File: config.mk
export PLATFORM = sky130hd
export DESIGN_NAME = uart_parity_tx
export DESIGN_NICKNAME = d
export VERILOG_FILES = /design/src/rtl/uart_parity_tx.sv
export SDC_FILE = /design/constraint.sdc
export NUM_CORES = 1
export LEC_CHECK = 0
export CELL_PAD_IN_SITES_DETAIL_PLACEMENT = 0
export CELL_PAD_IN_SITES_GLOBAL_PLACEMENT = 1
export CORE_MARGIN = 2
export CORE_UTILIZATION = 40
export CTS_CLUSTER_DIAMETER = 40
export DETAILED_ROUTE_END_ITERATION = 12
export GPL_TIMING_DRIVEN = 0
export MAX_ROUTING_LAYER = met4
export PLACE_DENSITY_LB_ADDON = 0.15
export SETUP_SLACK_MARGIN = 0.4
export SYNTH_ARGS = -nofsm -noshare
export SYNTH_HDL_FRONTEND = slang
export SYNTH_SLANG_ARGS = --single-unit
File: constraint.sdc
create_clock -name clk -period 2.73 [get_ports clk]
set_input_delay 0.6825 -clock clk [delete_from_list [all_inputs] [get_ports clk]]
set_output_delay 0.6825 -clock clk [all_outputs]
set_load 0.02 [all_outputs]
File: src/rtl/uart_parity_tx.sv
// uart_parity_tx
// Serial transmitter for the parity-enabled UART. Each accepted request is
// sent as one frame: start bit (0), DBIT data bits LSB first, one parity bit,
// then stop bits (1). All timing comes from the 16x oversampling s_tick.
//
// Parameters:
//   DBIT       - data bits per frame (1..8)
//   SB_TICK    - s_ticks spent in the stop state (16/24/32 -> 1/1.5/2 stop bits)
//   PARITY_ODD - 0 = even parity, 1 = odd parity
//
// Ports:
//   clk          in  1  system clock, rising edge
//   reset        in  1  synchronous, active-high reset
//   tx_start     in  1  send request, only looked at in IDLE
//   s_tick       in  1  baud tick, one clk wide, 16 per bit period
//   din          in  8  data word, bits [DBIT-1:0] are sent
//   tx_done_tick out 1  one-clk pulse as the frame ends
//   tx_busy      out 1  high whenever the transmitter is not idle
//   tx           out 1  registered serial line, idles high
module uart_parity_tx #(
  parameter int DBIT       = 8,
  parameter int SB_TICK    = 16,
  parameter bit PARITY_ODD = 1'b0
) (
  input  logic       clk,
  input  logic       reset,
  input  logic       tx_start,
  input  logic       s_tick,
  input  logic [7:0] din,
  output logic       tx_done_tick,
  output logic       tx_busy,
  output logic       tx
);

  typedef enum logic [2:0] {
    IDLE,
    START,
    DATA,
    PARITY,
    STOP
  } state_t;

  // The tick counter is 5 bits wide so a 2-stop-bit setting (32 ticks)
  // counts naturally instead of relying on 4-bit wraparound.
  localparam logic [4:0] BIT_LAST  = 5'd15;
  localparam logic [4:0] STOP_LAST = 5'(SB_TICK - 1);
  localparam logic [2:0] N_LAST    = 3'(DBIT - 1);

  state_t          state, state_next;
  logic [4:0]      s, s_next;
  logic [2:0]      n, n_next;
  logic [DBIT-1:0] b, b_next;
  logic            p, p_next;
  logic            tx_reg, tx_next;
  logic            done_reg, done_next;

  always_ff @(posedge clk) begin
    if (reset) begin
      state    <= IDLE;
      s        <= '0;
      n        <= '0;
      b        <= '0;
      p        <= 1'b0;
      tx_reg   <= 1'b1;
      done_reg <= 1'b0;
    end else begin
      state    <= state_next;
      s        <= s_next;
      n        <= n_next;
      b        <= b_next;
      p        <= p_next;
      tx_reg   <= tx_next;
      done_reg <= done_next;
    end
  end

  always_comb begin
    state_next = state;
    s_next     = s;
    n_next     = n;
    b_next     = b;
    p_next     = p;
    done_next  = 1'b0;

    case (state)
      IDLE: begin
        // A tick arriving together with the request is deliberately not
        // counted: tick phase starts at acceptance.
        if (tx_start) begin
          b_next     = din[DBIT-1:0];
          p_next     = (^din[DBIT-1:0]) ^ PARITY_ODD;
          s_next     = '0;
          state_next = START;
        end
      end
      START: begin
        if (s_tick) begin
          if (s == BIT_LAST) begin
            s_next     = '0;
            n_next     = '0;
            state_next = DATA;
          end else begin
            s_next = s + 5'd1;
          end
        end
      end
      DATA: begin
        if (s_tick) begin
          if (s == BIT_LAST) begin
            s_next = '0;
            b_next = b >> 1;
            if (n == N_LAST) begin
              state_next = PARITY;
            end else begin
              n_next = n + 3'd1;
            end
          end else begin
            s_next = s + 5'd1;
          end
        end
      end
      PARITY: begin
        if (s_tick) begin
          if (s == BIT_LAST) begin
            s_next     = '0;
            state_next = STOP;
          end else begin
            s_next = s + 5'd1;
          end
        end
      end
      STOP: begin
        if (s_tick) begin
          if (s == STOP_LAST) begin
            done_next  = 1'b1;
            state_next = IDLE;
          end else begin
            s_next = s + 5'd1;
          end
        end
      end
      default: begin
        state_next = IDLE;
      end
    endcase
  end

  // The line level is derived from where the FSM is going, so the registered
  // tx changes on exactly the edge that moves the FSM between bits.
  always_comb begin
    tx_next = 1'b1;
    case (state_next)
      IDLE:    tx_next = 1'b1;
      START:   tx_next = 1'b0;
      DATA:    tx_next = b_next[0];
      PARITY:  tx_next = p_next;
      STOP:    tx_next = 1'b1;
      default: tx_next = 1'b1;
    endcase
  end

  assign tx           = tx_reg;
  assign tx_done_tick = done_reg;
  assign tx_busy      = (state != IDLE);

endmodule

==> results.yml <==
pwr:
  peakVddDrop_v: 0.000247
  power.density_mw_per_mm2: 458
  leakagePower_uw: 0.000515
yosys:
  ys.flop_type: "dfxtp_1"
  seq_area_frac_synth_pct: 37.8
  yosys.cell_count.top_type: "dfxtp_1"
  yosys_warnings: 0
  synth_edf_count: 0
  syn_area_per_cell_um2: 8.70
  yosysTopAreaCell: "dfxtp_1"
  syn_inst: 134
  synth_top_area_share_pct: 37.8
  synth_area_leaders: "dfxtp_1, ha_1, xnor2_1"
  syn-cell-area_mm2: 0.00117
  synth.distinct_cells: 39
  mappedNetlistNets: 152
  synth_seq_cells: 22
  synth_common_cells: "dfxtp_1, nor2_1, a21oi_1, nand2_1, a22oi_1"
  ys_async_sr_fraction_pct: 0
placed_design:
  place_congestion: 0.776
  dpl_cell_area_mm2: 0.00135
  io_buffers: 14
  dp_hpwl_mm: 1.68
  dp_slack_ns: 0.0443
detailed_routing:
  antenna_left: 0
  vias: 1004
  viasPerCell: 5.46
  routedWlPerCell_um: 12.7
  drtPass1Iterations: 4
  drt_iter0_drc: 46
  routed_wirelength_mm: 2.34
  drc: 0
clock_tree:
  cts_buffers: 3
  clkTransAtPathRegs_ns: 0.13
  cts_tree: "yes"
  cts_sinks: 22
  cts_max_level: 1
  insertion_delay_ns: 0.31
  cts_hold_buffers: 0
  clockBufferDepth: 2
  root_buffer: "clkbuf_4"
sta:
  setup_violations: 0
  clock_skew_ns: 0.00577
  tightestPinTransition_ns: 0.509
  finalHoldViolCount: 0
  setup_slack_ns: 0.529
  rsz0062_at_grt: "no"
  slew_headroom_pct: 66.1
  period_share_pct: 80.6
  maxSlewViolCount: 0
  fin_crit_ns: 2.20
  fmax_ghz: 0.454
  setup_tns_ns: 0
final_layout:
  post-route-util_pct: 50.9
  final_layout_size_suffix_gt1_share_pct: 11.1
  fin_nets: 172
  reg_top3: "b (8), s (5)"
  largest_register: "b"
  largest_reg_flops: 8
  antennaDiodeCount: 0
  stdcell_area_mm2: 0.00140
  area_delta_synth_final_pct: 20.4
grt:
  grt_overflow: 0
  first_global_vias: 911
  grt_usage_pct: 15.8
  grt_max_degree: 13
  antenna_found_initial: 0
  grt_pass1_wl_mm: 3.93
floorplan:
  start_util_pct: 42.3
  die_width_um: 58.0
  ios: 15
  dieArea_mm2: 0.00336
  die_y_um: 58.0
  placementRows: 19
  core_area_mm2: 0.00276
worst_hold_path:
  min_path_type: "reg2reg"
worst_setup_path:
  worstPathArrival_ns: 2.45
  start_kind: "flip-flop"
  cp_data_required_time_ns: 2.98
  cp_max_fo: 9
  cp-end-kind: "flip-flop"
  path_class: "reg2reg"
flow_run:
  drv_cap: 0
status:
  outcome: "finished clean"
-- area by class of cell --
class	instances	area, um^2
fillers	277	1350
multi-input cells	101	673
flip-flops and latches	22	443
repair buffers	15	150
plain buffers	7	46.3
well taps	31	38.8
clock buffers	4	36.3
inverters	4	16.3
-- report_power, final --
group / internal, uW / switching [uW] / leakage [uW]
combinational: 59.8 / 59.1 / 0.000313
sequential: 335 / 5.58 / 0.000181
clock: 81.4 / 102 / 0.0000210
-- worst paths after layout --
kind,from,end,slack (ns),cells past startpoint
setup / recovery,s[0],s[2],0.53,8
hold / removal,b[3],b[3],0.46,2
hold reg to reg,b[3],b[3],0.46,2
setup reg to reg,s[0],s[2],0.53,8
-- cells by family (layout without fill, tap and decap cells) --
logic type | Yosys count | after routing | synth area share (%)
compound gates | 35 | 35 | 19.3
xor+xnor | 8 | 8 | 6.01
mux | 2 | 2 | 1.72
flops | 22 | 22 | 37.8
simple gates | 50 | 50 | 23.5
buf+inv | 11 | 30 | 5.26
fa+ha+maj | 6 | 6 | 6.44
-- per-layer routing --
layer  track usage (%)  wire length [um]  up-vias
met5                 -                 0        -
met1              21.3              1160      466
met4              6.98                21        0
met3              2.68               114        2
li1                  -                 -      516
met2              23.2              1040       20
-- through the flow --
step | cells | total power, uW | hold WS (ns)
2_1_floorplan | 134 | 424 | 0.436
5_1_grt | 184 | 684 | 0.485
3_5_place_dp | 179 | 464 | 0.448
4_1_cts | 184 | 653 | 0.466
6_report | 184 | 643 | 0.464
3_3_place_gp | 179 | 463 | 0.444
-- repair_timing --
action,CTS,global route
setup buffers,1,0
gates cloned,0,0
setup endpoints to repair,3,9
gates resized for setup,1,5
-- layout by cell type (no fill, tap or decap), types with 2 or more instances in the layout --
| cell type | netlist | layout |
|---|---|---|
| dfxtp_1 | 22 | 20 |
| nor2_1 | 14 | 14 |
| a21oi_1 | 13 | 13 |
| clkdlybuf4s50_1 | 0 | 13 |
| nand2_1 | 12 | 12 |
| a22oi_1 | 9 | 9 |
| xnor2_1 | 8 | 8 |
| ha_1 | 6 | 5 |
| inv_1 | 3 | 3 |
| clkbuf_1 | 3 | 3 |
| o21ai_0 | 3 | 3 |
| nand3_1 | 3 | 3 |
| a211oi_1 | 3 | 3 |
| clkbuf_4 | 0 | 3 |
| buf_6 | 2 | 2 |
| buf_4 | 1 | 2 |
| nand2b_1 | 2 | 2 |
| or3_1 | 2 | 2 |
| nand4_1 | 2 | 2 |
| mux2i_1 | 2 | 2 |
| nor2b_1 | 2 | 2 |
| nor3_1 | 2 | 2 |
| and2_1 | 2 | 2 |
| dfxtp_2 | 0 | 2 |
-- worst max-delay path: stages (launching register included) --
cell and delay (ns):
dfxtp_2 0.36, ha_1 0.22, and3_1 0.23, ha_2 0.19, nand4b_1 0.19, and2_1 0.17
buf_6 0.13, or4b_1 0.50, a21oi_1 0.14
Power figures use the tool's default switching activity.
